### config.mk
export PLATFORM = sky130hd
export DESIGN_NAME = display_timing_cfg
export DESIGN_NICKNAME = d
export VERILOG_FILES = /design/src/rtl/display_timing_cfg.sv
export SDC_FILE = /design/constraint.sdc
export NUM_CORES = 1
export LEC_CHECK = 0
export ABC_AREA = 1
export BUFFER_PORTS_ARGS = -buffer_cell sky130_fd_sc_hd__buf_2
export CAP_MARGIN = 20
export CORE_MARGIN = 3
export CORE_UTILIZATION = 57
export CTS_CLUSTER_SIZE = 24
export DETAILED_ROUTE_END_ITERATION = 7
export PLACE_DENSITY = 0.82
export SLEW_MARGIN = 20
export SYNTH_ARGS = -nofsm -noshare
export SYNTH_HDL_FRONTEND = slang
export SYNTH_SLANG_ARGS = --single-unit
### constraint.sdc
create_clock -name clk_pix -period 6.7 [get_ports clk_pix]
set_clock_uncertainty 0.2 [all_clocks]
set_input_delay 0.67 -clock clk_pix [delete_from_list [all_inputs] [get_ports clk_pix]]
set_output_delay 0.67 -clock clk_pix [all_outputs]
set_load 0.05 [all_outputs]
### src/rtl/display_timing_cfg.sv
// Runtime-reconfigurable display timing generator (clk_pix domain).
// Ports: clk_pix/rst; cfg_valid/cfg_ready handshake with cfg_{h,v}_{res,fp,sp,bp,pol};
//        cfg_err/cfg_applied status pulses; hsync, vsync, de, frame, line, sx, sy (registered).
module display_timing_cfg #(
    parameter int   CORDW = 12,
    parameter int   H_RES = 800,
    parameter int   H_FP  = 56,
    parameter int   H_SP  = 120,
    parameter int   H_BP  = 64,
    parameter logic H_POL = 1'b1,
    parameter int   V_RES = 600,
    parameter int   V_FP  = 37,
    parameter int   V_SP  = 6,
    parameter int   V_BP  = 23,
    parameter logic V_POL = 1'b1
) (
    input  logic                    clk_pix,
    input  logic                    rst,
    input  logic                    cfg_valid,
    output logic                    cfg_ready,
    input  logic [CORDW-2:0]        cfg_h_res,
    input  logic [CORDW-2:0]        cfg_h_fp,
    input  logic [CORDW-2:0]        cfg_h_sp,
    input  logic [CORDW-2:0]        cfg_h_bp,
    input  logic [CORDW-2:0]        cfg_v_res,
    input  logic [CORDW-2:0]        cfg_v_fp,
    input  logic [CORDW-2:0]        cfg_v_sp,
    input  logic [CORDW-2:0]        cfg_v_bp,
    input  logic                    cfg_h_pol,
    input  logic                    cfg_v_pol,
    output logic                    cfg_err,
    output logic                    cfg_applied,
    output logic                    hsync,
    output logic                    vsync,
    output logic                    de,
    output logic                    frame,
    output logic                    line,
    output logic signed [CORDW-1:0] sx,
    output logic signed [CORDW-1:0] sy
);

    localparam int FW = CORDW - 1;
    localparam int SW = CORDW + 1;
    localparam logic [SW-1:0] BLANK_MAX = SW'(2 ** (CORDW - 1));

    localparam logic [FW-1:0] D_H_RES = FW'(H_RES);
    localparam logic [FW-1:0] D_H_FP  = FW'(H_FP);
    localparam logic [FW-1:0] D_H_SP  = FW'(H_SP);
    localparam logic [FW-1:0] D_H_BP  = FW'(H_BP);
    localparam logic [FW-1:0] D_V_RES = FW'(V_RES);
    localparam logic [FW-1:0] D_V_FP  = FW'(V_FP);
    localparam logic [FW-1:0] D_V_SP  = FW'(V_SP);
    localparam logic [FW-1:0] D_V_BP  = FW'(V_BP);
    localparam logic signed [CORDW-1:0] D_H_STA = CORDW'(-(H_FP + H_SP + H_BP));
    localparam logic signed [CORDW-1:0] D_V_STA = CORDW'(-(V_FP + V_SP + V_BP));

    // Blanking start; only validated timings (sum <= 2^(CORDW-1)) ever
    // reach this, so the CORDW-bit sum cannot overflow.
    function automatic logic [CORDW-1:0] f_sta(
        input logic [FW-1:0] fp,
        input logic [FW-1:0] sp,
        input logic [FW-1:0] bp
    );
        return CORDW'(0) - ({1'b0, fp} + {1'b0, sp} + {1'b0, bp});
    endfunction

    // Active mode
    logic [FW-1:0] r_h_res, r_h_fp, r_h_sp, r_h_bp;
    logic [FW-1:0] r_v_res, r_v_fp, r_v_sp, r_v_bp;
    logic          r_h_pol, r_v_pol;
    // Pending mode
    logic [FW-1:0] r_p_h_res, r_p_h_fp, r_p_h_sp, r_p_h_bp;
    logic [FW-1:0] r_p_v_res, r_p_v_fp, r_p_v_sp, r_p_v_bp;
    logic          r_p_h_pol, r_p_v_pol;
    logic          r_pend;
    logic          r_new;

    logic signed [CORDW-1:0] r_x, r_y;

    logic signed [CORDW-1:0] w_h_sta, w_hs_sta, w_hs_end;
    logic signed [CORDW-1:0] w_v_sta, w_vs_sta, w_vs_end;
    logic signed [CORDW-1:0] w_ph_sta, w_pv_sta;
    logic [CORDW-1:0]        w_h_last, w_v_last;
    logic                    w_x_last, w_y_last;
    logic                    w_h_raw, w_v_raw;
    logic [SW-1:0]           w_cfg_hsum, w_cfg_vsum;
    logic                    w_cfg_ok, w_take;

    assign w_h_sta  = f_sta(r_h_fp, r_h_sp, r_h_bp);
    assign w_hs_sta = w_h_sta + $signed({1'b0, r_h_fp});
    assign w_hs_end = w_hs_sta + $signed({1'b0, r_h_sp});
    assign w_v_sta  = f_sta(r_v_fp, r_v_sp, r_v_bp);
    assign w_vs_sta = w_v_sta + $signed({1'b0, r_v_fp});
    assign w_vs_end = w_vs_sta + $signed({1'b0, r_v_sp});
    assign w_ph_sta = f_sta(r_p_h_fp, r_p_h_sp, r_p_h_bp);
    assign w_pv_sta = f_sta(r_p_v_fp, r_p_v_sp, r_p_v_bp);

    assign w_h_last = {1'b0, r_h_res} - CORDW'(1);
    assign w_v_last = {1'b0, r_v_res} - CORDW'(1);
    assign w_x_last = (r_x == w_h_last);
    assign w_y_last = (r_y == w_v_last);

    assign w_h_raw = (r_x >= w_hs_sta) && (r_x < w_hs_end);
    assign w_v_raw = (r_y >= w_vs_sta) && (r_y < w_vs_end);

    // res fields are FW bits wide, so res <= 2^(CORDW-1)-1 always holds.
    assign w_cfg_hsum = {2'b00, cfg_h_fp} + {2'b00, cfg_h_sp} + {2'b00, cfg_h_bp};
    assign w_cfg_vsum = {2'b00, cfg_v_fp} + {2'b00, cfg_v_sp} + {2'b00, cfg_v_bp};
    assign w_cfg_ok   = (cfg_h_res != '0) && (cfg_v_res != '0)
                     && (cfg_h_sp != '0) && (cfg_v_sp != '0)
                     && (w_cfg_hsum <= BLANK_MAX) && (w_cfg_vsum <= BLANK_MAX);

    assign cfg_ready = ~r_pend;
    assign w_take    = cfg_valid & ~r_pend;

    // Counters, mode registers and the pending slot
    always_ff @(posedge clk_pix or posedge rst) begin
        if (rst) begin
            r_h_res   <= D_H_RES;
            r_h_fp    <= D_H_FP;
            r_h_sp    <= D_H_SP;
            r_h_bp    <= D_H_BP;
            r_h_pol   <= H_POL;
            r_v_res   <= D_V_RES;
            r_v_fp    <= D_V_FP;
            r_v_sp    <= D_V_SP;
            r_v_bp    <= D_V_BP;
            r_v_pol   <= V_POL;
            r_p_h_res <= '0;
            r_p_h_fp  <= '0;
            r_p_h_sp  <= '0;
            r_p_h_bp  <= '0;
            r_p_h_pol <= 1'b0;
            r_p_v_res <= '0;
            r_p_v_fp  <= '0;
            r_p_v_sp  <= '0;
            r_p_v_bp  <= '0;
            r_p_v_pol <= 1'b0;
            r_pend    <= 1'b0;
            r_new     <= 1'b0;
            r_x       <= D_H_STA;
            r_y       <= D_V_STA;
        end else begin
            r_new <= 1'b0;
            if (w_x_last) begin
                if (w_y_last) begin
                    if (r_pend) begin
                        // Frame boundary: swap in the pending mode and
                        // restart from its own blanking origin.
                        r_h_res <= r_p_h_res;
                        r_h_fp  <= r_p_h_fp;
                        r_h_sp  <= r_p_h_sp;
                        r_h_bp  <= r_p_h_bp;
                        r_h_pol <= r_p_h_pol;
                        r_v_res <= r_p_v_res;
                        r_v_fp  <= r_p_v_fp;
                        r_v_sp  <= r_p_v_sp;
                        r_v_bp  <= r_p_v_bp;
                        r_v_pol <= r_p_v_pol;
                        r_x     <= w_ph_sta;
                        r_y     <= w_pv_sta;
                        r_pend  <= 1'b0;
                        r_new   <= 1'b1;
                    end else begin
                        r_x <= w_h_sta;
                        r_y <= w_v_sta;
                    end
                end else begin
                    r_x <= w_h_sta;
                    r_y <= r_y + CORDW'(1);
                end
            end else begin
                r_x <= r_x + CORDW'(1);
            end
            // Accepting implies no pending mode, so never collides with apply.
            if (w_take && w_cfg_ok) begin
                r_p_h_res <= cfg_h_res;
                r_p_h_fp  <= cfg_h_fp;
                r_p_h_sp  <= cfg_h_sp;
                r_p_h_bp  <= cfg_h_bp;
                r_p_h_pol <= cfg_h_pol;
                r_p_v_res <= cfg_v_res;
                r_p_v_fp  <= cfg_v_fp;
                r_p_v_sp  <= cfg_v_sp;
                r_p_v_bp  <= cfg_v_bp;
                r_p_v_pol <= cfg_v_pol;
                r_pend    <= 1'b1;
            end
        end
    end

    // Registered outputs, one cycle behind x/y
    always_ff @(posedge clk_pix or posedge rst) begin
        if (rst) begin
            sx          <= D_H_STA;
            sy          <= D_V_STA;
            hsync       <= ~H_POL;
            vsync       <= ~V_POL;
            de          <= 1'b0;
            frame       <= 1'b0;
            line        <= 1'b0;
            cfg_err     <= 1'b0;
            cfg_applied <= 1'b0;
        end else begin
            sx          <= r_x;
            sy          <= r_y;
            hsync       <= w_h_raw ^ ~r_h_pol;
            vsync       <= w_v_raw ^ ~r_v_pol;
            de          <= ~r_x[CORDW-1] & ~r_y[CORDW-1];
            frame       <= (r_x == w_h_sta) && (r_y == w_v_sta);
            line        <= (r_x == w_h_sta);
            cfg_err     <= w_take & ~w_cfg_ok;
            // r_new is high exactly while x/y sit at the new origin.
            cfg_applied <= r_new;
        end
    end

endmodule

## After elaboration in Yosys (flattened, before gate mapping)

Index checks and enable logic that the tools add are counted.
W data, S select, Z words.

| word-level totals | value |
|---|---|
| input bits | 93 |
| output and inout port bits | 32 |
| register bits | 237 |

| operators by class | value |
|---|---|
| bitwise gates (word level) | 11 |
| add/sub/neg operators | 24 |
| reduce and logical (&&, ||, !) cells | 17 |
| order comparisons | 6 |
| mux-type cells | 11 |
| equal/unequal tests | 4 |

Operators with widths:

| cell | number |
|---|---|
| $add A11 B11 Y12 | 6 |
| $mux W12 | 5 |
| $add A12 B11 Y12 | 4 |
| $add A12 B12 Y12 | 4 |
| $eq A12 B12 Y1 | 4 |
| $sub A1 B12 Y12 const A | 4 |
| $reduce_bool A11 Y1 | 4 |
| $add A12 B11 Y13 | 2 |
| $le A13 B12 Y1 const B | 2 |
| $add A12 B2 Y12 const B | 2 |
| $ge A12 B12 Y1 | 2 |
| $lt A12 B12 Y1 | 2 |
| $sub A11 B1 Y12 const B | 2 |
| $logic_and A1 B1 Y1 | 9 |
| $mux W1 | 6 |
| $not A1 Y1 | 6 |
| $reduce_bool A2 Y1 | 2 |
| $and A1 B1 Y1 | 3 |
| $reduce_and A3 Y1 | 1 |
| $reduce_and A2 Y1 | 1 |
| $xor A1 B1 Y1 | 2 |

## Longest topological paths before layout

Gate-level depths: netlist of run 1.

| logic depth | value |
|---|---|
| word-level depth | 9 |
| gate-level depth with buffers | 40 |
| depth with buffers taken out | 39 |

## Worst setup path before layout of run 1

Ideal clock, no wire load.

| timing | value |
|---|---|
| kind | register to register |
| start | reg r_h_sp[1] |
| end | reg hsync |
| setup time | 0.116 ns |
| required time | 6.384 ns |
| cell stages (with the launch flop) | 36 |
| arrival | 5.413 ns |
| slack | 0.970 ns |
| path buffers | 0 |
| path through | dfrtp_1 ha_1 inv_1 fa_1 ha_1 inv_1 fa_1 inv_1 nand3_1 nand2_1 nand2_1 nand2_1 inv_1 ha_1 nand2_1 or2_2 nand3_1 xor2_1 ha_1 a21oi_1 o21ai_0 a21oi_1 o21ai_0 nand2_1 nand2_1 a21oi_1 xnor2_1 ha_1 inv_1 nor3_1 nand3_1 nand2_1 xor2_1 inv_1 nand3_1 nand2_1 |

| between the ends | value |
|---|---|
| cells in the longest elaborated chain, start to end | 8 |

RTL lines:

| item | RTL line | source |
|---|---|---|
| start: declaration | 68 | `logic [FW-1:0] r_h_res, r_h_fp, r_h_sp, r_h_bp;` |
| start signal: assignment | 152 | `r_h_sp <= r_p_h_sp;` |
| $add A11 B11 Y12 | 64 | `return CORDW'(0) - ({1'b0, fp} + {1'b0, sp} + {1'b0, bp});` |
| $add A12 B11 Y12 | 64 |  |
| $sub A1 B12 Y12 | 64 |  |
| $add A12 B12 Y12 | 90 | `assign w_hs_sta = w_h_sta + $signed({1'b0, r_h_fp});` |
| $add A12 B12 Y12 | 91 | `assign w_hs_end = w_hs_sta + $signed({1'b0, r_h_sp});` |
| $lt A12 B12 Y1 | 103 | `assign w_h_raw = (r_x >= w_hs_sta) && (r_x < w_hs_end);` |
| $logic_and A1 B1 Y1 * | 103 |  |
| $xor A1 B1 Y1 * | 207 | `hsync <= w_h_raw ^ ~r_h_pol;` |
| end signal: assignment | 197 | `hsync <= ~H_POL;` |
| end signal: assignment | 207 |  |
| end: declaration | 33 | `output logic hsync,` |

Every way passes the cells marked *; elsewhere a longest branch is shown, timed or not.
A chain may end at the register's enable or synchronous reset.

## Worst setup path after layout of run 1

| timing | value |
|---|---|
| start | reg r_v_bp[0] |
| end | reg vsync |

| between the ends | value |
|---|---|
| cells in the longest elaborated chain, start to end | 7 |

RTL lines:

| item | RTL line | source |
|---|---|---|
| start: declaration | 69 | `logic [FW-1:0] r_v_res, r_v_fp, r_v_sp, r_v_bp;` |
| start signal: assignment | 158 | `r_v_bp <= r_p_v_bp;` |
| $add A12 B11 Y12 * | 64 |  |
| $sub A1 B12 Y12 * | 64 |  |
| $add A12 B12 Y12 * | 93 | `assign w_vs_sta = w_v_sta + $signed({1'b0, r_v_fp});` |
| $add A12 B12 Y12 | 94 | `assign w_vs_end = w_vs_sta + $signed({1'b0, r_v_sp});` |
| $lt A12 B12 Y1 | 104 | `assign w_v_raw = (r_y >= w_vs_sta) && (r_y < w_vs_end);` |
| $logic_and A1 B1 Y1 * | 104 |  |
| $xor A1 B1 Y1 * | 208 | `vsync <= w_v_raw ^ ~r_v_pol;` |
| end signal: assignment | 198 | `vsync <= ~V_POL;` |
| end signal: assignment | 208 |  |
| end: declaration | 34 | `output logic vsync,` |

Marks and branches as above.

==> flow_summary.ini, run 1 <==
[power]
leakage_nw = 12.2
powerDensity_nw_per_um2 = 152
vdd_drop_max_v = 0.000141
total_power_mw = 3.37

[drt]
wl_um = 54100
viasPerCell = 5.71
vias = 18700
postRouteAntennaNets = 0
avgRoutedWirePerCell_um = 16.5
firstDrtPassIters = 7
drt_iter0_drc = 1511
drc = 0

[placement]
port_buffers = 124
dp_hpwl_um = 41600
place_ws_ns = 0.316
gp_congestion = 1.06

[floorplan]
die_h_um = 195
initial_core_util_pct = 58.4
die_x_um = 195
dieArea_sq_um = 38000
rows = 68
io-pin-count = 125
core_region_area_sq_um = 34900

[cts]
path_clk_slew_ns = 0.06
hold_buffers = 0
cts_tree = built
clockBufferDepth = 3
cts.sinks = 237
cts_root_buf = clkbuf_16
clk_latency_ns = 0.54
cts_buffers = 25
htreeDepth = 1

[synth]
yosysUniqueCellTypes = 49
netlist_instances = 2741
ys_ff_latch = 237
synth_edf_count = 0
yosysSeqAreaShare_pct = 29.5
synth_area_sq_um = 20400
synthesis.nets = 3114
async_flop_share_pct = 100
synthFlopType = dfrtp_1
yosysMostFrequentCell = nand2_1
syn_area_per_cell_sq_um = 7.43
synth_commonest_cells = nand2_1, inv_1, nand3_1, ha_1, dfrtp_1
yosys.area.top_type_share_pct = 22.2
yosys_warnings = 0
synth_top_area_cell = dfrtp_1
yosys-top-cells-area = dfrtp_1, nand2_1, ha_1, dfstp_2, fa_1

[run_status]
status = finished, final reports clean

[finish]
layout.nets = 3183
syn_to_final_growth_pct = 8.54
drive_gt1_share_pct = 9.69
multi_input_area_sq_um = 12500
num_antenna_cells = 0
fillCellCount = 3090
seq_area_sq_um = 6000

[min_path]
hold_path_class = input pin to async pin

[global_route]
grt_antenna_before_repair = 1
grt_pass1_vias = 18100
grt_max_degree = 115
grt_use_total_pct = 28.2
grt_first_pass_wirelength_um = 89700
overflow = 0

[sta]
slew_violations = 0
worst_slew_pin_slew_ns = 1.01
fin_setup_tns_ns = 0
post-route-period-util_pct = 93.1
setup_viol = 0
finalCriticalPeriod_ns = 6.24
hold_viol_final = 0
fmax_mhz = 160
grt_setup_unrepaired = false
timing.final.ws_setup_ns = 0.461
relSlewSlack_pct = 32.7

[worst_setup_path]
arrival_ns = 6.47
required_ns = 6.93
reg2regPathDepth = 33
endpoint = vsync
timing.rr.end = vsync
startpoint_type = flop
reg2reg_slack_ns = 0.46
cp_max_fo = 4
slowest_stage = fa_2
crit_path_end_kind = flop
path_depth = 33
critical_path_class = flop to flop
critical-path-top-delay-family = adder cells
timing.rr.start = r_v_bp[0]
critical-path-max-stage-delay_ns = 0.59
startpoint = r_v_bp[0]
crit_buf_inv = 7

[flow_run]
cap_violations = 0
[layer usage]
| metal | track usage (%) | vias to the layer above | wire length [um] |
|---|---|---|---|
| met1 | 41.8 | 8816 | 24600 |
| met2 | 43.3 | 771 | 23400 |
| li1 | - | 9054 | - |
| met3 | 4.85 | 97 | 4950 |
| met4 | 6.58 | 0 | 1190 |
| met5 | 0 | - | 0 |
[worst min-delay path by stage]
stage,startpoint,end,slack [ns],cells after the start
finish,rst,r_p_h_bp[4],0.08,2
global route,rst,r_h_bp[8],0.12,2
CTS,rst,r_p_h_bp[4],0.07,2
detailed placement,r_new,cfg_applied,0.14,0
global placement,r_new,cfg_applied,0.14,0
floorplan,r_new,cfg_applied,0.13,0
[stage by stage]
stage	area (sq um)	util (%)	cells	hold WS [ns]
2_1_floorplan	20400	-	2741	0.131
3_3_place_gp	21100	60.6	3236	0.136
3_5_place_dp	21100	60.6	3236	0.139
4_1_cts	22000	63.1	3281	0.0736
5_1_grt	22100	63.4	3283	0.117
6_report	22100	63.4	3283	0.0751
[cell usage in the layout, fill, tap and decap left out, types with 35 or more instances in the layout]
| cell | synthesis | routed |
|---|---|---|
| a21oi_1 | 99 | 97 |
| buf_2 | 23 | 124 |
| nand2_1 | 803 | 802 |
| xor2_1 | 77 | 76 |
| dfrtp_1 | 181 | 181 |
| fa_1 | 72 | 71 |
| o21ai_1 | 33 | 35 |
| nand4_1 | 121 | 121 |
| nand3_1 | 272 | 272 |
| dfstp_2 | 56 | 56 |
| ha_1 | 208 | 206 |
| inv_1 | 370 | 369 |
| o21ai_0 | 110 | 107 |
| nor2_1 | 107 | 107 |
[timing repair]
action                     CTS  global route
setup buffers                0             1
resized for setup            0            13
setup endpoints to repair    0             2
[power by group]
group	switching [mW]	leakage, nW	internal [mW]
clock	0.589	0.432	0.923
sequential	0	3.07	1.43
combinational	0.297	8.65	0.128
[kinds of logic (layout without fill, tap and decap cells)]
group	count (synthesis)	count (layout)	synth area share, %
xor+xnor	104	104	4.54
flops	237	237	29.5
buf+inv	474	561	9.63
compound gates	275	275	7.15
fa+ha+maj	280	280	19.9
simple gates	1371	1371	29.4
[flip-flops by register name, summed over array words and instances (netlist names), 12 cells and up]
name  flops
r_x      12
r_y      12
sx       12
sy       12
[layout make-up]
cell class,count,area share (%)
multi-input combinational,2030,56.4
sequential,237,27.1
inverter,379,6.49
timing repair buffer,137,3.34
clock buffer,34,3.16
tap,455,2.58
clock inverter,11,0.855
[worst register-to-register path: cells and delay by family (launching register included)]
| kind | cells | cell delay, ns |
|---|---|---|
| compound gates | 6 | 0.95 |
| xor+xnor | 2 | 0.36 |
| fa+ha+maj | 7 | 2.42 |
| buf+inv | 7 | 0.51 |
| flops | 1 | 0.53 |
| simple gates | 11 | 1.15 |
No activity file was read; power rests on OpenSTA's default activity.
==> run 2: changes to the inputs <==
--- a/config.mk
+++ b/config.mk
@@ -6,7 +6,7 @@
 export NUM_CORES = 1
 export LEC_CHECK = 0
 export ABC_AREA = 1
-export BUFFER_PORTS_ARGS = -buffer_cell sky130_fd_sc_hd__buf_2
+export BUFFER_PORTS_ARGS = -buffer_cell sky130_fd_sc_hd__buf_4
 export CAP_MARGIN = 20
 export CORE_MARGIN = 3
 export CORE_UTILIZATION = 57
==> run 2 against run 1 <==
Net effect: core utilization increased by 0.98 points; wire length grew 3.1%; power rose by 1.8%; setup slack worse by 0.066 ns; critical path type unchanged; largest power group unchanged.
==> flow_summary.ini, run 2 (synthesized netlist as in run 1, its figures left out) <==
[global_route]
use_met3_pct = 4.66
grt_max_degree = 92
grt_use_met1_pct = 44.4
grt_pass1_vias = 17600
grt_antenna_before_repair = 0
met2_usage_pct = 43.0
overflow = 0
busiest_layer = met1
grt_use_total_pct = 28.9
grt_first_pass_wirelength_um = 90700

[cts]
cts_root_buf = clkbuf_16
hold_buffers = 0
path_clk_slew_ns = 0.06
cts_tree = built
clk_latency_ns = 0.55
htreeDepth = 1
clockBufferDepth = 3
cts.sinks = 237
cts_buffers = 25

[power]
p_seq_share_pct = 41.8
pwr-share-clk_pct = 45.3
vdd_drop_max_v = 0.000176
powerDensity_nw_per_um2 = 153
p_int_mw = 2.53
p_sw_share_pct = 26.3
leakage_nw = 12.3
p_switching_uw = 901
combPwrFrac_pct = 12.9

[finish]
fillCellCount = 3061
utilization_pct = 64.4
drive_gt1_share_pct = 9.96
syn_to_final_growth_pct = 10.2
final_cell_mix = nand2_1, inv_1, nand3_1
layout.nets = 3185
num_antenna_cells = 0
mostFrequentLayoutCell = nand2_1

[worst_setup_path]
critical_path_class = flop to flop
crit_top_cell = nand2_1
crit_buf_inv = 3
required_ns = 6.92
cp_max_fo = 8
critical-path-max-stage-delay_ns = 0.56
reg2regPathDepth = 32
timing.rr.end = vsync
crit_path_end_kind = flop
timing.rr.start = r_v_fp[2]
reg2reg_slack_ns = 0.40
critical-path-top-delay-family = adder cells
startpoint_type = flop
slowest_stage = dfstp_2
arrival_ns = 6.52

[floorplan]
dieArea_sq_um = 38000
rows = 68
core_region_area_sq_um = 34900
initial_core_util_pct = 58.4
die_h_um = 195
die_x_um = 195
io-pin-count = 125

[placement]
dp_hpwl_um = 43200
port_buffers = 124
gp_congestion = 0.993

[sta]
fmax_mhz = 159
worst_slew_pin_slew_ns = 0.937
hold_viol_final = 0
post-route-period-util_pct = 94.1
fin_setup_tns_ns = 0
setup_viol = 0
slew_violations = 0
finalCriticalPeriod_ns = 6.30
relSlewSlack_pct = 37.5

[drt]
avgRoutedWirePerCell_um = 17.0
wl_um = 55800
vias = 18600
firstDrtPassIters = 6
viasPerCell = 5.67
drt_iter0_drc = 1499
drc = 0
postRouteAntennaNets = 0

[flow_run]
cap_violations = 0

[run_status]
status = finished, final reports clean

[min_path]
hold_path_class = input pin to async pin
-- run 2: timing repair --
| action | in CTS | in global routing |
|---|---|---|
| endpoints found under the setup margin | 0 | 2 |
| endpoints found under the hold margin | 0 | 0 |
| resized for setup | 0 | 18 |
| buffers inserted | 0 | 1 |
-- run 2: worst max path at each step --
stage	start	cells after the start	slack, ns	to
2_1_floorplan	r_h_sp[1]	35	0.97	hsync
3_3_place_gp	r_v_sp[1]	38	0.54	vsync
3_5_place_dp	r_v_bp[0]	38	0.36	vsync
4_1_cts	r_v_bp[0]	38	0.32	vsync
5_1_grt	r_v_fp[5]	32	-0.006	vsync
6_report	r_v_fp[2]	32	0.40	vsync
-- run 2: power groups by stage --
stage	clock, mW	combinational [mW]	sequential, mW
finish	1.56	0.443	1.43
global route	1.64	0.509	1.43
CTS	1.58	0.440	1.43
detailed placement	0	0.438	1.46
global placement	0	0.427	1.46
floorplan	0	0.313	1.46
-- run 2: metrics by stage --
step | area, sq um | hold slack (ns) | power (mW) | setup slack, ns | cells
6_report | 22400 | 0.0705 | 3.43 | 0.396 | 3285
5_1_grt | 22400 | 0.121 | 3.58 | -0.00575 | 3285
4_1_cts | 22400 | 0.0844 | 3.45 | 0.317 | 3284
3_5_place_dp | 21500 | 0.144 | 1.90 | 0.357 | 3239
3_3_place_gp | 21500 | 0.137 | 1.88 | 0.542 | 3239
2_1_floorplan | 20400 | 0.131 | 1.77 | 0.970 | 2741
-- run 2: layout make-up --
| cell class | instances | area (sq um) | share of cell area (%) |
|---|---|---|---|
| multi-input combinational | 2030 | 12500 | 55.6 |
| sequential | 237 | 6000 | 26.7 |
| inverter | 379 | 1430 | 6.39 |
| timing repair buffer | 139 | 1040 | 4.65 |
| clock buffer | 32 | 682 | 3.04 |
| tap | 455 | 569 | 2.54 |
| clock inverter | 13 | 233 | 1.04 |
-- run 2: layer usage --
layer / routed length [um] / share of wire, % / vias up
met3: 4860 / 8.7 / 97
met2: 23700 / 42 / 691
met5: 0 / 0 / -
met4: 1240 / 2.2 / 0
li1: - / - / 9073
met1: 26000 / 47 / 8771
